### src/rtl/fetch_unit_pkg.sv
// Shared types and defaults for the instruction fetch unit.
package fetch_unit_pkg;

    localparam int INSTR_W = 16;
    localparam logic [INSTR_W-1:0] DEF_RESET_PC = 16'h0000;
    localparam int DEF_TIMEOUT = 15;

    typedef enum logic [1:0] {
        ST_IDLE   = 2'd0,
        ST_REQ    = 2'd1,
        ST_DONE   = 2'd2,
        ST_HALTED = 2'd3
    } fetch_state_e;

endpackage

### src/rtl/fetch_unit.sv
// Instruction fetch unit: owns PC and IR, issues one memory read per fetch_req.
//
// state   | meaning
// --------+-----------------------------------------------------------
// IDLE    | waiting for fetch_req; branches load pc directly
// REQ     | mem_rd asserted at pc, waiting for mem_ack or timeout
// DONE    | IR freshly loaded, instr_valid pulse; may chain next fetch
// HALTED  | fetching stopped, only rst leaves this state
module fetch_unit
    import fetch_unit_pkg::*;
#(
    parameter logic [INSTR_W-1:0] RESET_PC = DEF_RESET_PC,
    parameter int                 TIMEOUT  = DEF_TIMEOUT
) (
    input  logic               clk,
    input  logic               rst,
    input  logic               fetch_req,
    input  logic               branch_en,
    input  logic [INSTR_W-1:0] branch_target,
    input  logic               halt,
    output logic               mem_rd,
    output logic [INSTR_W-1:0] mem_addr,
    input  logic [INSTR_W-1:0] mem_rdata,
    input  logic               mem_ack,
    output logic [INSTR_W-1:0] instruction,
    output logic               instr_valid,
    output logic [INSTR_W-1:0] pc,
    output logic               busy,
    output logic               halted,
    output logic               fetch_err
);

    localparam int CNT_W = (TIMEOUT < 2) ? 1 : $clog2(TIMEOUT + 1);
    localparam logic [CNT_W-1:0] TMO_LAST = CNT_W'(TIMEOUT - 1);

    fetch_state_e       state;
    fetch_state_e       state_nxt;
    logic [INSTR_W-1:0] ir;
    logic [CNT_W-1:0]   tmo_cnt;
    logic               halt_pend;
    logic               timed_out;
    logic               stop_req;

    assign timed_out = (state == ST_REQ) && !mem_ack && (tmo_cnt == TMO_LAST);
    // a halt seen during REQ is held so the in-flight fetch can finish first
    assign stop_req  = halt || halt_pend;

    always_ff @(posedge clk) begin
        if (rst) begin
            state <= ST_IDLE;
        end else begin
            state <= state_nxt;
        end
    end

    always_comb begin
        state_nxt = state;
        unique case (state)
            ST_IDLE: begin
                if (stop_req) begin
                    state_nxt = ST_HALTED;
                end else if (fetch_req) begin
                    state_nxt = ST_REQ;
                end
            end
            ST_REQ: begin
                if (mem_ack) begin
                    state_nxt = ST_DONE;
                end else if (timed_out) begin
                    state_nxt = ST_IDLE;
                end
            end
            ST_DONE: begin
                if (stop_req) begin
                    state_nxt = ST_HALTED;
                end else if (fetch_req) begin
                    state_nxt = ST_REQ;
                end else begin
                    state_nxt = ST_IDLE;
                end
            end
            ST_HALTED: state_nxt = ST_HALTED;
        endcase
    end

    always_comb begin
        mem_rd      = 1'b0;
        busy        = 1'b0;
        instr_valid = 1'b0;
        halted      = 1'b0;
        unique case (state)
            ST_IDLE:   ;
            ST_REQ: begin
                mem_rd = 1'b1;
                busy   = 1'b1;
            end
            ST_DONE:   instr_valid = 1'b1;
            ST_HALTED: halted = 1'b1;
        endcase
    end

    always_ff @(posedge clk) begin
        if (rst) begin
            pc        <= RESET_PC;
            ir        <= '0;
            tmo_cnt   <= '0;
            halt_pend <= 1'b0;
            fetch_err <= 1'b0;
        end else begin
            unique case (state)
                ST_IDLE, ST_DONE: begin
                    tmo_cnt <= '0;
                    if (branch_en && !stop_req) begin
                        pc <= branch_target;
                    end
                end
                ST_REQ: begin
                    if (halt) begin
                        halt_pend <= 1'b1;
                    end
                    // a branch cannot retarget a read already on the bus
                    if (branch_en) begin
                        fetch_err <= 1'b1;
                    end
                    if (mem_ack) begin
                        ir      <= mem_rdata;
                        pc      <= pc + 16'd1;
                        tmo_cnt <= '0;
                    end else if (timed_out) begin
                        fetch_err <= 1'b1;
                        tmo_cnt   <= '0;
                    end else begin
                        tmo_cnt <= tmo_cnt + CNT_W'(1);
                    end
                end
                ST_HALTED: ;
            endcase
        end
    end

    assign mem_addr    = pc;
    assign instruction = ir;

endmodule
### config.mk
export PLATFORM = sky130hd
export DESIGN_NAME = fetch_unit
export DESIGN_NICKNAME = d
export VERILOG_FILES = /design/src/rtl/fetch_unit_pkg.sv /design/src/rtl/fetch_unit.sv
export SDC_FILE = /design/constraint.sdc
export NUM_CORES = 1
export LEC_CHECK = 0
export CORE_MARGIN = 2
export CORE_UTILIZATION = 39
export CTS_CLUSTER_DIAMETER = 80
export DETAILED_ROUTE_END_ITERATION = 8
export PLACE_DENSITY = 0.75
export SKIP_LAST_GASP = 1
export SLEW_MARGIN = 5
export SYNTH_ARGS = -nofsm -noshare
export SYNTH_HDL_FRONTEND = slang
export SYNTH_SLANG_ARGS = --single-unit
### constraint.sdc
create_clock -name clk -period 2.1 [get_ports clk]
set_input_delay 0.525 -clock clk [delete_from_list [all_inputs] [get_ports clk]]
set_output_delay 0.525 -clock clk [all_outputs]
set_load 0.05 [all_outputs]
== Yosys cells after proc, flatten, opt, wreduce, memory -nomap -nowiden ==
Index checks and enable logic that the tools add are counted.
Word-level totals
  output and inout bits: 53
  bits in registers: 40
  logic and storage cells: 48
Cells by class
  eq/ne operators: 8
  multiplexer cells: 19
  reductions and logical operators: 13
  $add $sub $neg: 2
Operators with widths (number)
  two-way mux 16 bit: 2
  case mux 16 bit (2 select lines): 1
  adder 16 x 1 -> 16 bit (second input constant): 1
  two-way mux 2 bit: 5
  two-way mux 4 bit: 2
  case mux 2 bit (4 select lines): 1
  case mux 4 bit (2 select lines): 1
  two-way mux 1 bit: 7
  != test 3 bit (second input constant): 2
  AND reduction 2 bit: 3
  adder 4 x 1 -> 4 bit (second input constant): 1
  == test 2 bit (second input constant): 2
  == test 4 bit (second input constant): 1
  != test 2 bit (second input constant): 2
  logical AND 1 bit: 3
  AND reduction 3 bit: 1
  == test 2 x 1 -> 1 bit (second input constant): 1
  logical NOT 1 bit: 2
  logical NOT 2 bit: 1
  nonzero test 2 bit: 1
  OR reduction 2 bit: 1
  logical OR 1 bit: 1

== Longest topological paths before layout ==
  word-level depth: 6
  depth in mapped cells: 7

== Worst setup path before layout ==
OpenSTA, ideal clock, no wires.
  path type: register -> register
  start point: reg pc[0], in the netlist mem_addr[0]
  end point: reg pc[12], in the netlist mem_addr[12]
  data required time: 2.026 ns
  arrival time: 2.092 ns
  path buffers: 0
  path slack: -0.067 ns
  stages on the path, launching flop included: 6
  library setup time: 0.074 ns
  cells stage by stage: dfxtp_1 > ha_1 > nand3_1 > or3_1 > or4_1 > a31oi_1
On the way
  cells in the longest elaborated chain, start to end: 3
Ends and longest elaborated chain
  start, declared: line fetch_unit.sv:27  | output logic [INSTR_W-1:0] pc,
  start signal, assigned: line fetch_unit.sv:114  | pc <= branch_target;
  start signal, assigned: line fetch_unit.sv:127  | pc <= pc + 16'd1;
  adder 16 x 1 -> 16 bit: line fetch_unit.sv:127
  two-way mux 16 bit: line fetch_unit.sv:125  | if (mem_ack) begin
  case mux 16 bit (2 select lines): line fetch_unit.sv:110  | unique case (state)
Every way passes these cells. The select of a mux whose other input is x is not followed.
A chain may end at the register's enable or synchronous reset.

== Final worst setup path ==
  start point: reg pc[0], in the netlist mem_addr[0]
  end point: out mem_addr[0]
RTL lines
  end, declared: line fetch_unit.sv:22  | output logic [INSTR_W-1:0] mem_addr,
No word-level cell between the ends.

==> metrics.yaml <==
status: "complete, no violations"
grt.overflow.total: 0
fin_hold_ws_ns: 0.455
grt_pass1_vias: 2002
cts_max_level: 2
syn_to_final_growth_pct: 48.3
synth_area_sq_um: 2100
yosys.area_share.xor_xnor_pct: 0
drv_cap: 0
max_stage_delay_ns: 0.82
cp-end-kind: "primary output"
die_area_sq_um: 6000
synth_seq_cells: 40
worst_pin_slew_ns: 0.517
clock-skew-final_ns: 0.00975
diodes: 0
cts_buffers: 5
first_pass_iters: 4
critical_path_required_ns: 1.57
ant_nets: 0
clk_latency_ns: 0.30
slew_headroom_pct: 65.4
grt_max_degree: 42
vias: 2211
ys_types: 47
yosys_most_used_dff: "dfxtp_1"
netlist.area_leader.share_pct: 38.1
synthMuxAreaShare_pct: 1.55
synth_nets: 307
dp_hpwl_um: 4220
rsz0062_at_grt: "false"
max_freq_mhz: 494
slew_viol_final: 0
ys_seq_area_share_pct: 38.1
synthTopCellsByArea: "dfxtp_1 (38%), nand2_1 (8.4%), a21oi_1 (8.1%), buf_4 (7.1%), nand3_1 (2.6%)"
synth-simple-area-share_pct: 27.4
yosys_warnings: 0
cts_tree: "yes"
grt_pass1_wl_um: 9870
crit_fanout: 7
crit_type: "flip-flop to primary output"
synth_edf_count: 0
synthCells: 266
synthAdderAreaFrac_pct: 1.78
synth_top_family_by_area: "simple AND/OR/NAND/NOR gates"
fp-row-count: 26
fin_ws_ns: 0.0742
arrival_ns: 1.50
fin_crit_sh_pct: 96.5
fillers: 482
layout_commonest_cell: "clkdlybuf4s50_1"
fin_crit_ns: 2.03
postCtsHoldBufs: 0
path_delay_family: "buffers and inverters"
synth-compound-area-share_pct: 20.5
totalWireLength_um: 5990
path_cells: "clkdlybuf4s50_1"
synth_top_cell_by_area: "dfxtp_1"
gp_congestion: 0.783
pin_count: 91
p_per_area_nw_per_um2: 686
postCtsSetupBuffers: 0
critPathBufInv: 1
grt_usage_pct: 20.1
dpl_worst_slack_ns: -0.180
cts_buffer_depth: 2
power.leakage_nw: 1.21
port_buffers: 90
fin_util_pct: 60.7
startpoint_type: "flip-flop"
viasPerCell: 5.33
fin_setup_tns_ns: 0
drive_above_1_share_pct: 17.4
hold_viol_final: 0
final_cell_mix: "clkdlybuf4s50_1 (58), nand2_1 (47), dfxtp_1 (38)"
cts.root.buffer_cell: "clkbuf_8"
drt_iter0_drc: 206
core_area_sq_um: 5140
setup_viol: 0
antenna_found_initial: 0
slowest_stage: "clkdlybuf4s50_1"
fin_nets: 385
synth-async-reset-ratio_pct: 0
clkTransAtPathRegs_ns: 0.07
post-route-drc-count: 0
avgSynthCellArea_sq_um: 7.91
cts.sink_count: 40
die_h_um: 77.4
hp-class: "flip-flop to flip-flop"
irDropWorstVdd_mv: 0.435
drt-wirelength-per-cell_um: 14.4
die_width_um: 77.4
start_util_pct: 40.9
[layer usage]
| metal | share of wire, % | global-route usage (%) |
|---|---|---|
| met3 | 5.3 | 3.84 |
| met2 | 52 | 34.5 |
| met1 | 42 | 25.3 |
| met4 | 1.2 | 6.79 |
| met5 | 0 | 0 |
[final timing paths]
kind | startpoint | end | slack [ns] | depth (start not counted)
worst max-delay path | mem_addr[0] | mem_addr[0] | 0.07 | 1
worst min-delay path | instruction[4] | instruction[4] | 0.45 | 2
worst max register to register | mem_addr[6] | mem_addr[14] | 0.23 | 4
worst min register to register | instruction[4] | instruction[4] | 0.45 | 2
[power breakdown]
part	switching (mW)	internal, mW	total [mW]	leakage [nW]
clock network	0.271	0.353	0.624	0.0552
logic	0.399	0.263	0.662	0.828
registers	0.0535	0.802	0.855	0.327
total	0.723	1.42	2.14	1.21
[stage by stage]
step	power (mW)	instances	instance area, sq um
after floorplan	1.29	266	2110
after global placement	1.53	407	3000
after detailed placement	1.53	407	3000
after CTS	2.15	415	3110
after global routing	2.23	415	3120
final	2.14	415	3120
[cells by family after synthesis]
| group | Yosys count |
|---|---|
| simple gates | 111 |
| buf+inv | 38 |
| fa+ha+maj | 3 |
| mux | 3 |
| compound gates | 71 |
| flops | 40 |
[cell type report]
cell class | count | area (sq um) | share of cell area, %
Multi-Input combinational cell | 188 | 1080 | 34.5
Timing Repair Buffer | 105 | 1030 | 33.0
Clock buffer | 6 | 72.6 | 2.33
Tap cell | 70 | 87.6 | 2.81
Inverter | 4 | 15.0 | 0.481
Sequential cell | 40 | 803 | 25.8
Clock inverter | 2 | 35.0 | 1.12
[synthesized netlist by cell type, types with 4 or more instances]
| master | n |
|---|---|
| a21oi_1 | 34 |
| a31oi_1 | 4 |
| and2_1 | 4 |
| buf_4 | 20 |
| clkbuf_1 | 11 |
| dfxtp_1 | 40 |
| inv_1 | 4 |
| nand2_1 | 47 |
| nand2b_1 | 5 |
| nand3_1 | 11 |
| nor2_1 | 11 |
| nor3_1 | 5 |
| nor4_1 | 5 |
| o21ai_0 | 10 |
| or4_1 | 5 |
[flip-flops by register name, summed over array words and instances, names as in the netlist]
signal / flops
fetch_err: 1
halt_pend: 1
instruction: 16
mem_addr: 16
state: 2
tmo_cnt: 4
[worst reg2reg max path, stage by stage (launching register included)]
cell,delay (ns)
dfxtp_1,0.47
nand4_1,0.22
or3_1,0.52
or4_1,0.42
a31oi_1,0.16
[repair_timing]
| item | CTS | global route |
|---|---|---|
| endpoints found under the hold margin | 0 | 0 |
| setup endpoints to repair | 0 | 4 |
| gates resized for setup | 0 | 4 |
Power figures use the tool's default switching activity.
